File: config.mk
export PLATFORM = sky130hd
export DESIGN_NAME = vend_sequencer
export DESIGN_NICKNAME = d
export VERILOG_FILES = /design/src/rtl/vend_pkg.sv /design/src/rtl/vend_arbiter.sv /design/src/rtl/vend_sequencer.sv
export SDC_FILE = /design/constraint.sdc
export NUM_CORES = 1
export LEC_CHECK = 0
export CAP_MARGIN = 10
export CORE_MARGIN = 2
export CORE_UTILIZATION = 40
export DETAILED_ROUTE_END_ITERATION = 8
export PLACE_DENSITY = 0.68
export SYNTH_ARGS = -nofsm -noshare
export SYNTH_HDL_FRONTEND = slang
export SYNTH_HIERARCHICAL = 1
export SYNTH_SLANG_ARGS = --single-unit
File: constraint.sdc
create_clock -name clk -period 4.15 [get_ports clk]
set_clock_uncertainty 0.1 [all_clocks]
set_input_delay 0.6225 -clock clk [delete_from_list [all_inputs] [get_ports clk]]
set_output_delay 0.6225 -clock clk [all_outputs]
set_load 0.03 [all_outputs]
File: src/rtl/vend_pkg.sv
// Shared types and coin decoding for the vending sequencer.
package vend_pkg;

  localparam int unsigned CREDIT_W = 4;

  typedef enum logic [1:0] {
    StIdle,
    StVend,
    StChange
  } state_e;

  localparam logic [1:0] COIN_NONE = 2'b00;
  localparam logic [1:0] COIN_ONE  = 2'b01;
  localparam logic [1:0] COIN_TWO  = 2'b10;
  localparam logic [1:0] COIN_FIVE = 2'b11;

  function automatic logic [CREDIT_W-1:0] coin_value(input logic [1:0] coin);
    logic [CREDIT_W-1:0] value;
    unique case (coin)
      COIN_ONE:  value = CREDIT_W'(1);
      COIN_TWO:  value = CREDIT_W'(2);
      COIN_FIVE: value = CREDIT_W'(5);
      default:   value = '0;
    endcase
    return value;
  endfunction

endpackage

File: src/rtl/vend_arbiter.sv
// Two-way round-robin grant between purchase buttons A and B.
// grant_sel_o: 0 = A, 1 = B; only meaningful while grant_o is high.
module vend_arbiter (
  input  logic elig_a_i,
  input  logic elig_b_i,
  input  logic rr_ptr_i,
  output logic grant_o,
  output logic grant_sel_o
);

  always_comb begin
    grant_o     = elig_a_i | elig_b_i;
    grant_sel_o = (elig_a_i && elig_b_i) ? rr_ptr_i : elig_b_i;
  end

endmodule

File: src/rtl/vend_sequencer.sv
// Vending controller: coin credit, A/B purchase arbitration, dispense handshake
// with timeout, and unit-coin change payout.
module vend_sequencer #(
  parameter int unsigned PRICE_A = 5,
  parameter int unsigned PRICE_B = 8,
  parameter int unsigned TIMEOUT = 255
) (
  input  logic       clk,
  input  logic       reset,
  input  logic [1:0] moneda,
  input  logic       comprarA,
  input  logic       comprarB,
  input  logic       cancel,
  input  logic       vend_done,
  input  logic       pay_ack,
  output logic       vend_req,
  output logic       vend_sel,
  output logic       pay_req,
  output logic       coin_rej,
  output logic [3:0] total,
  output logic       listoA,
  output logic       listoB,
  output logic       fault
);

  import vend_pkg::*;

  localparam logic [CREDIT_W-1:0] PriceA      = CREDIT_W'(PRICE_A);
  localparam logic [CREDIT_W-1:0] PriceB      = CREDIT_W'(PRICE_B);
  localparam logic [7:0]          TimeoutLast = 8'(TIMEOUT - 1);

  state_e      state_q;
  logic        rr_ptr_q;
  logic [7:0]  cnt_q;

  logic            elig_a, elig_b, grant, grant_sel;
  logic [CREDIT_W:0] coin_sum;

  always_comb begin
    elig_a   = comprarA && (total >= PriceA);
    elig_b   = comprarB && (total >= PriceB);
    coin_sum = {1'b0, total} + {1'b0, coin_value(moneda)};
  end

  vend_arbiter u_arbiter (
    .elig_a_i    (elig_a),
    .elig_b_i    (elig_b),
    .rr_ptr_i    (rr_ptr_q),
    .grant_o     (grant),
    .grant_sel_o (grant_sel)
  );

  always_ff @(posedge clk) begin
    if (reset) begin
      state_q  <= StIdle;
      rr_ptr_q <= 1'b0;
      cnt_q    <= '0;
      total    <= '0;
      vend_req <= 1'b0;
      vend_sel <= 1'b0;
      pay_req  <= 1'b0;
      coin_rej <= 1'b0;
      listoA   <= 1'b0;
      listoB   <= 1'b0;
      fault    <= 1'b0;
    end else begin
      coin_rej <= 1'b0;
      listoA   <= 1'b0;
      listoB   <= 1'b0;
      if (state_q != StIdle && moneda != COIN_NONE) coin_rej <= 1'b1;

      unique case (state_q)
        StIdle: begin
          if (grant) begin
            // A starting vend swallows any coin presented in the same cycle.
            total    <= total - (grant_sel ? PriceB : PriceA);
            vend_req <= 1'b1;
            vend_sel <= grant_sel;
            cnt_q    <= '0;
            state_q  <= StVend;
          end else begin
            if (moneda != COIN_NONE) begin
              if (coin_sum[CREDIT_W]) coin_rej <= 1'b1;
              else                    total    <= coin_sum[CREDIT_W-1:0];
            end
            if (cancel && total != '0) begin
              pay_req <= 1'b1;
              state_q <= StChange;
            end
          end
        end

        StVend: begin
          cnt_q <= cnt_q + 8'd1;
          if (vend_done) begin
            vend_req <= 1'b0;
            listoA   <= ~vend_sel;
            listoB   <= vend_sel;
            rr_ptr_q <= ~vend_sel;
            if (total != '0) begin
              pay_req <= 1'b1;
              state_q <= StChange;
            end else begin
              state_q <= StIdle;
            end
          end else if (cnt_q == TimeoutLast) begin
            // Motor stuck: refund the full price through the hopper.
            fault    <= 1'b1;
            vend_req <= 1'b0;
            total    <= total + (vend_sel ? PriceB : PriceA);
            pay_req  <= 1'b1;
            state_q  <= StChange;
          end
        end

        StChange: begin
          if (total == '0) begin
            pay_req <= 1'b0;
            state_q <= StIdle;
          end else if (pay_ack) begin
            total <= total - 1'b1;
            if (total == CREDIT_W'(1)) begin
              pay_req <= 1'b0;
              state_q <= StIdle;
            end
          end
        end

        default: state_q <= StIdle;
      endcase
    end
  end

endmodule
# Yosys cells after proc, flatten, opt, wreduce, memory -nomap -nowiden
# Index checks and enable logic that the tools add are counted.
# totals
regBits,22
in_bits,9
elab_cells,105
# op_classes
n_addsub,5
order_cmp,2
n_eq_ne,21
muxes,41
bitwise,4
reduce_logical,21
# ops
op,count
two-way mux 4 bit,9
inequality test 3 bit (second input constant),7
two-way mux 1 bit,17
two-way mux 2 bit,8
one-hot mux 8 bit (2 select lines),1
inequality test 2 bit (second input constant),7
AND reduction 7 bit,2
one-hot mux 4 bit (3 select lines),1
one-hot mux 3 bit (3 select lines),1
adder 8 x 1 -> 8 bit (second input constant),1
== test 8 bit (second input constant),1
two-way mux 8 bit,1
== test 2 bit (second input constant),3
one-hot mux 2 bit (3 select lines),1
AND reduction 2 bit,3
AND reduction 3 bit,2
nonzero test 2 bit,3
adder 4 x 4 -> 5 bit,1
logical AND 1 bit,5
adder 4 bit,1
== test 2 x 1 -> 1 bit (second input constant),2
== test 4 x 1 -> 1 bit (second input constant),1
greater-or-equal comparator 4 x 3 -> 1 bit (second input constant),1
greater-or-equal comparator 4 bit (second input constant),1
other kinds (12),14

# Depth between registers and ports, before layout
# depth
ltp_word,8
depth_mapped,13
depth_no_buf,13

# Hierarchy
# The synthesis kept the hierarchy.
# modules_own_cells
module,n_inst,cells_per_inst,area_per_inst_um2,seq_area_each_um2
vend_sequencer,1,188,1599.0,440.4
vend_arbiter,1,3,17.5,0.0

# Worst setup path before layout
# No wires, ideal clock.
# synth_timing
path_type,register -> register
startpoint,reg total[1]
endpoint,reg total[1]
setup_ns,0.086
arrival_time_ns,2.660
slack_ns,1.304
path_stages_with_launch,14
n_path_buf,0
path_cell_list,dfxtp_1 inv_1 ha_1 nand2b_1 a21oi_1 nor2b_1 a21boi_1 inv_1 ha_1 ha_1 mux2_2 a21oi_1 nor2_1 a211oi_1
# synth_between
elab_chain_cells,8
elab_cells_between_ends,25
# synth_rtl
element,line,rtl
"start, declared",vend_sequencer.sv:20,"output logic [3:0] total,"
"start signal, assigned",vend_sequencer.sv:76,total <= total - (grant_sel ? PriceB : PriceA);
"start signal, assigned",vend_sequencer.sv:84,else total <= coin_sum[CREDIT_W-1:0];
"start signal, assigned",vend_sequencer.sv:110,total <= total + (vend_sel ? PriceB : PriceA);
greater-or-equal comparator 4 x 3 -> 1 bit,vend_sequencer.sv:40,elig_a = comprarA && (total >= PriceA);
logical AND 1 bit,vend_sequencer.sv:40,
net elig_a,vend_sequencer.sv:36,"logic elig_a, elig_b, grant, grant_sel;"
logical AND 1 bit,vend_arbiter.sv:13,grant_sel_o = (elig_a_i && elig_b_i) ? rr_ptr_i : elig_b_i;
two-way mux 1 bit,vend_arbiter.sv:13,
net grant_sel,vend_sequencer.sv:36,
two-way mux 4 bit,vend_sequencer.sv:76,
subtractor 4 bit,vend_sequencer.sv:76,
two-way mux 4 bit,vend_sequencer.sv:74,if (grant) begin
one-hot mux 4 bit (3 select lines),vend_sequencer.sv:72,unique case (state_q)
# The timed path passes the listed nets, and every way through them passes these cells. The select of a mux whose other input is x is not followed.
# A chain may end at the register's enable or synchronous reset.

# Final worst setup path
# layout_timing
startpoint,reg total[1]
endpoint,reg total[2]
# layout_between
elab_cells_between_ends,25
# layout_rtl
element,line,rtl
greater-or-equal comparator 4 x 3 -> 1 bit *,vend_sequencer.sv:40,
logical AND 1 bit *,vend_sequencer.sv:40,
net elig_a,vend_sequencer.sv:36,
OR 1 bit *,vend_arbiter.sv:12,grant_o = elig_a_i | elig_b_i;
net grant,vend_sequencer.sv:36,
inequality test 3 bit (no source line) / two-way mux 4 bit (equally long branches),n/a,
AND reduction 7 bit (no source line) / one-hot mux 4 bit (3 select lines) (equally long branches),n/a,
# Mark *: on every way through the listed nets, which the timed path passes. The rest lies on a longest branch. The select of a mux whose other input is x is not followed.

==> results.sh <==
export IMPL_postCtsSetupBuffers=0
export IMPL_drcViolationCount=0
export IMPL_synth_compound_area_share_pct=18.8
export IMPL_areaGrowthSynthToFinish_pct=17.0
export IMPL_ys_warn_count=6
export IMPL_setup_viol=0
export IMPL_start_util_pct=41.0
export IMPL_ys_seq_area_share_pct=27.2
export IMPL_hpwl_mm=2.56
export IMPL_clock_sinks=22
export IMPL_postCtsHoldBufs=0
export IMPL_cp_max_fo=15
export IMPL_syn_area_um2=1620
export IMPL_max_flop_register="cnt_q"
export IMPL_wl_mm=3.37
export IMPL_ys_types=46
export IMPL_grt_overflow_total=0
export IMPL_synth_avg_cell_area_um2=8.46
export IMPL_reg_largest_list="cnt_q: 8 flops, total: 4 flops, state_q: 2 flops"
export IMPL_post_route_min_period_ps=3000
export IMPL_power_density_nw_per_um2=596
export IMPL_drtPass1Iterations=4
export IMPL_antenna_found_initial=0
export IMPL_via_per_inst=5.33
export IMPL_coreArea_um2=3940
export IMPL_cp_arrival_ps=3090
export IMPL_dieArea_um2=4570
export IMPL_die_h_um=67.6
export IMPL_largest_reg_flops=8
export IMPL_path_clk_slew_ps=80
export IMPL_grt_max_degree=20
export IMPL_synth_cells=191
export IMPL_hp_start="fault$_SDFFE_PP0P_"
export IMPL_cts_resized=0
export IMPL_port_buffers=19
export IMPL_r2r_end="total[2]$_SDFFE_PP0P_"
export IMPL_cts_tree="built"
export IMPL_power_leakage_nw=0.764
export IMPL_antenna_cells=0
export IMPL_r2r_start="total[1]$_SDFFE_PP0P_"
export IMPL_rrSetupSlack_ps=1150
export IMPL_synth_seq_cells=22
export IMPL_worstSetupEndpointType="register"
export IMPL_worstMarginPinSlew_ps=722
export IMPL_min_to="fault$_SDFFE_PP0P_"
export IMPL_cts_made_buffers=3
export IMPL_postRouteAntennaNets=0
export IMPL_tns_ps=0
export IMPL_clk_latency_ps=270
export IMPL_timing_fmax_ghz=0.333
export IMPL_status="finished, final reports clean"
export IMPL_path_class="register to register"
export IMPL_gp_congestion=0.810
export IMPL_synthSimpleGateAreaFrac_pct=22.9
export IMPL_start_kind="register"
export IMPL_die_w_um=67.6
export IMPL_wl_per_cell_um=13.1
export IMPL_grt_pass1_vias=1275
export IMPL_synthAdderAreaFrac_pct=14.4
export IMPL_synth_top_family_by_area="simple AND/OR/NAND/NOR gates"
export IMPL_pin_count=20
export IMPL_synth_mux_area_share_pct=3.25
export IMPL_drive_gt1_share_pct=7.73
export IMPL_critPathRequiredTime_ps=4240
export IMPL_clk_path_buf_depth=2
export IMPL_row_count=23
export IMPL_worstRegToRegCells=11
export IMPL_finalCritPeriodShare_pct=72.4
export IMPL_ir_worst_vdd_mv=0.309
export IMPL_finalNetCount=235
export IMPL_hold_viol=0
export IMPL_grtUsageTotal_pct=16.6
export IMPL_drt_iter0_drc=72
export IMPL_vias=1369
export IMPL_drv_cap=0
export IMPL_synth_xor_area_share_pct=8.13
export IMPL_slew_violations=0
export IMPL_synth_fp_nets=218
export IMPL_whs_ps=375
export IMPL_hold_class="register to register"
export IMPL_whs_path_depth=2
export IMPL_rsz0062_at_grt="false"
export IMPL_htree_levels=1
export IMPL_grt_first_pass_wirelength_mm=5.76
export IMPL_relSlewSlack_pct=51.7
export IMPL_root_buffer="clkbuf_8"
[cell usage after synthesis, drive strengths merged]
cell	number	area share, %
mux2i	3	1.9
buf	2	0.77
ha	17	13
nand3b	1	0.46
o31ai	4	2.7
nor3b	1	0.77
a21boi	1	0.46
nor2b	6	2.3
clkbuf	5	1.2
and2	2	0.77
nand3	2	0.62
mux2	2	1.4
inv	14	3.3
nor2	22	5.1
o21bai	2	0.93
or3	2	0.77
and3	1	0.39
fa	1	1.2
nor3	7	2.2
or2	1	0.39
o21ai	3	1.4
or4	1	0.46
nand2b	5	2.4
a21oi	16	5.0
dfxtp	22	27
a221o	1	0.62
o22a	1	0.54
o311ai	1	1.0
o21a	1	0.46
nand2	14	3.4
xnor2	4	2.2
a31oi	2	0.77
nand4	4	2.9
a21o	1	0.46
xor2	11	6.0
a221oi	5	3.1
a211oi	3	1.4
[worst max path at each step]
stage                             to  slack (ps)  depth (start not counted)                  start
3_3_place_gp   total[2]$_SDFFE_PP0P_        1100                          8              moneda[0]
2_1_floorplan  total[1]$_SDFFE_PP0P_        1300                         13  total[1]$_SDFFE_PP0P_
4_1_cts        total[2]$_SDFFE_PP0P_        1140                         11  total[1]$_SDFFE_PP0P_
6_report       total[2]$_SDFFE_PP0P_        1150                         11  total[1]$_SDFFE_PP0P_
5_1_grt        total[2]$_SDFFE_PP0P_         820                         11  total[1]$_SDFFE_PP0P_
3_5_place_dp   total[2]$_SDFFE_PP0P_        1080                          8              moneda[0]
[power by group]
group / total (W) / switching [W] / internal (W)
sequential: 0.000300 / 0.0000529 / 0.000247
clock: 0.000157 / 0.0000723 / 0.0000847
combinational: 0.000671 / 0.000375 / 0.000296
[final cells by class]
type,instances,area (um^2)
timing repair buffer,19,190
sequential,22,440
multi-input combinational,148,1090
inverter,14,52.6
fill,393,2050
tap,50,62.6
clock buffer,4,55.1
[through the flow]
| step | total power (W) | instance area (um^2) | std cells | setup slack (ps) | util (%) |
|---|---|---|---|---|---|
| after floorplan | 0.000817 | 1620 | 191 | 1300 | - |
| after global placement | 0.000968 | 1840 | 253 | 1100 | 46.6 |
| after detailed placement | 0.000971 | 1840 | 253 | 1080 | 46.6 |
| after CTS | 0.00113 | 1890 | 257 | 1140 | 48.0 |
| after global routing | 0.00123 | 1890 | 257 | 819 | 48.0 |
| final | 0.00113 | 1890 | 257 | 1150 | 48.0 |
[routing by layer]
layer | wire (um) | up-vias | global-route usage, %
met1 | 1650 | 640 | 21.6
met2 | 1530 | 25 | 27.2
met4 | 71 | 0 | 4.85
met5 | 0 | - | 0
li1 | - | 696 | -
met3 | 121 | 8 | 3.83
[worst max-delay path, cell delays in order (launching register included)]
cell	delay [ps]
dfxtp_1	460
inv_1	170
ha_1	270
nand2b_1	90
a21oi_1	70
nor2b_1	150
or2_1	440
nor2b_1	200
o311ai_2	140
nand4_2	270
or3_1	440
a21oi_1	140
[kinds of logic after synthesis]
group	Yosys count
simple gates	69
compound gates	41
buf+inv	21
xor+xnor	15
fa+ha+maj	18
mux	5
flops	22
[cells in the final DEF, fill, tap and decap left out, drive strengths merged, types with 2 or more instances in the layout]
cell / count
xor2: 11
dfxtp: 22
clkbuf: 4
nand2b: 5
ha: 17
nand3: 2
o21bai: 2
and2: 2
nor2: 22
or3: 2
a221oi: 5
mux2: 2
a211oi: 3
nor2b: 6
mux2i: 3
xnor2: 4
clkdlybuf4s50: 19
nand4: 4
o31ai: 4
a21oi: 16
inv: 14
nor3: 7
nand2: 14
o21ai: 3
a31oi: 2
Note: power is estimated with default switching activity, not from simulation.
==> patch, RTL diff (same flow settings) <==
Encoding of `state_e`: now one-hot (3 bits for 3 states).
--- a/src/rtl/vend_pkg.sv
+++ b/src/rtl/vend_pkg.sv
@@ -3,10 +3,10 @@
 
   localparam int unsigned CREDIT_W = 4;
 
-  typedef enum logic [1:0] {
-    StIdle,
-    StVend,
-    StChange
+  typedef enum logic [2:0] {
+    StIdle   = 3'b001,
+    StVend   = 3'b010,
+    StChange = 3'b100
   } state_e;
 
   localparam logic [1:0] COIN_NONE = 2'b00;
Check against the original RTL: no difference found for any inputs over 10 cycles, from zero or initial values and one cycle with reset high; not proved beyond that.
==> patch against the unedited design <==
- synthesized cell count up 2.1%
- setup slack worse by 0.20 ns
- final area down 6.2%
- routed wire length up 1.4%
- area after synthesis down 5.9%
- core utilization up 0.51 points
- global-route usage up 1.6 points
- total power down 17%
- sequential cell count up 1
- critical path depth up 1
- final cell count up 1.2%
- sequential share of layout area up 2.7 points
- critical path type unchanged
==> patch: results (changes against the unedited design) <==
INFO  metric gp_congestion = 0.814 (+0.48%)
INFO  metric route.final.wire_length = 3.42 mm (+1.4%)
INFO  metric setup.reg_to_reg.worst_slack = 0.94 ns (-0.20 ns)
INFO  metric final_nets = 236 (+0.43%)
INFO  metric drt_iter0_drc = 78 (+8.3%)
INFO  metric grt_util_all_layers = 18.3% (+1.6 points)
INFO  metric synth-compound-area-share = 19.7% (+0.93 points)
INFO  metric muxShareOfSynthArea = 2.14% (-1.1 points)
INFO  metric tightestPinTransition = 0.904 ns (+0.183 ns)
INFO  metric avgSynthCellArea = 7.80 sq um (-7.8%)
INFO  metric outcome = finished, final reports clean
INFO  metric cp_data_arrival_time = 3.27 ns (+0.18 ns)
INFO  metric yosys.area_share.xor_xnor = 3.45% (-4.7 points)
INFO  metric dr_wl_met3 = 186 um (+54%)
INFO  metric post_dp_cell_area = 1730 sq um (-5.9%)
INFO  metric detail_route.vias_per_cell = 5.45 (+2.3%)
INFO  metric met2RoutedLength = 1.52 mm (-0.92%)
INFO  metric synth_cell_types = 42 (-8.7%)
INFO  metric leakagePower = 0.686 nW (-10%)
INFO  metric peakVddDrop = 0.277 mV (-10%)
INFO  metric routedLengthMet1 = 1.68 mm (+2.0%)
INFO  metric yosys-top-cells-area = sky130_fd_sc_hd__dfxtp_1 30%, sky130_fd_sc_hd__ha_1 11%, sky130_fd_sc_hd__nor2_1 7.9%
INFO  metric largest_registers = cnt_q x8, total x4, state_q x3
INFO  metric hold-worst-slack = 0.367 ns (-0.00843 ns)
INFO  metric post_synth_most_frequent_cells = 32 x sky130_fd_sc_hd__nor2_1, 23 x sky130_fd_sc_hd__a21oi_1, 23 x sky130_fd_sc_hd__dfxtp_1, 14 x sky130_fd_sc_hd__nand2_1, 13 x sky130_fd_sc_hd__ha_1
INFO  metric final_min_period_over_clock_period = 77.3% (+4.9 points)
patch: changes by cell type after synthesis, sizes merged, moves of 3 or more:
| cell | change |
|---|---|
| inv | -5 |
| nand3 | +4 |
| o22ai | +4 |
| o31ai | -3 |
| a221oi | -5 |
| ha | -4 |
| a21oi | +9 |
| nand4 | -3 |
| xor2 | -8 |
| nor2 | +10 |
patch: final timing paths:
path | start | cells after the start | end
max | total[1]$_SDFFE_PP0P_ | 12 | total[3]$_SDFFE_PP0P_
min | pay_req$_SDFFE_PP0P_ | 2 | pay_req$_SDFFE_PP0P_
max reg2reg | total[1]$_SDFFE_PP0P_ | 12 | total[3]$_SDFFE_PP0P_
min reg2reg | pay_req$_SDFFE_PP0P_ | 2 | pay_req$_SDFFE_PP0P_
patch: metal layers:
metal | up-vias | track usage, %
li1 | 722 | -
met1 | 658 | 27.5
met2 | 33 | 27.0
met3 | 4 | 2.74
met4 | 0 | 4.17
met5 | - | 0
patch: power groups by stage:
stage	clock network (mW)	logic [mW]	registers, mW
finish	0.142	0.482	0.307
global route	0.158	0.540	0.315
CTS	0.150	0.482	0.306
detailed placement	0	0.479	0.311
global placement	0	0.477	0.312
floorplan	0	0.326	0.339
patch: layout make-up:
class,count,area (sq um)
fillers,366,1890
clock inverters,1,5.00
flip-flops and latches,23,460
inverters,9,33.8
well taps,48,60.1
clock buffers,3,41.3
repair buffers,19,190
multi-input cells,157,985
patch: cells by family after synthesis:
| kind of cell | count (synthesis) |
|---|---|
| multiplexers | 3 |
| AND/OR/NAND/NOR | 85 |
| flip-flops | 23 |
| buffers and inverters | 15 |
| adder cells (fa/ha/maj) | 14 |
| XOR/XNOR | 6 |
| AO/OA/AOI/OAI | 49 |
patch: worst max-delay path: stages, from the launching register on:
cell,delay [ns]
sky130_fd_sc_hd__dfxtp_1,0.48
sky130_fd_sc_hd__inv_1,0.18
sky130_fd_sc_hd__ha_1,0.24
sky130_fd_sc_hd__nand2b_1,0.15
sky130_fd_sc_hd__a21oi_1,0.15
sky130_fd_sc_hd__nor2b_1,0.07
sky130_fd_sc_hd__a21boi_1,0.31
sky130_fd_sc_hd__ha_1,0.34
sky130_fd_sc_hd__a21oi_1,0.19
sky130_fd_sc_hd__xnor2_1,0.11
sky130_fd_sc_hd__a211o_1,0.32
sky130_fd_sc_hd__a21oi_2,0.14
sky130_fd_sc_hd__mux2_1,0.32
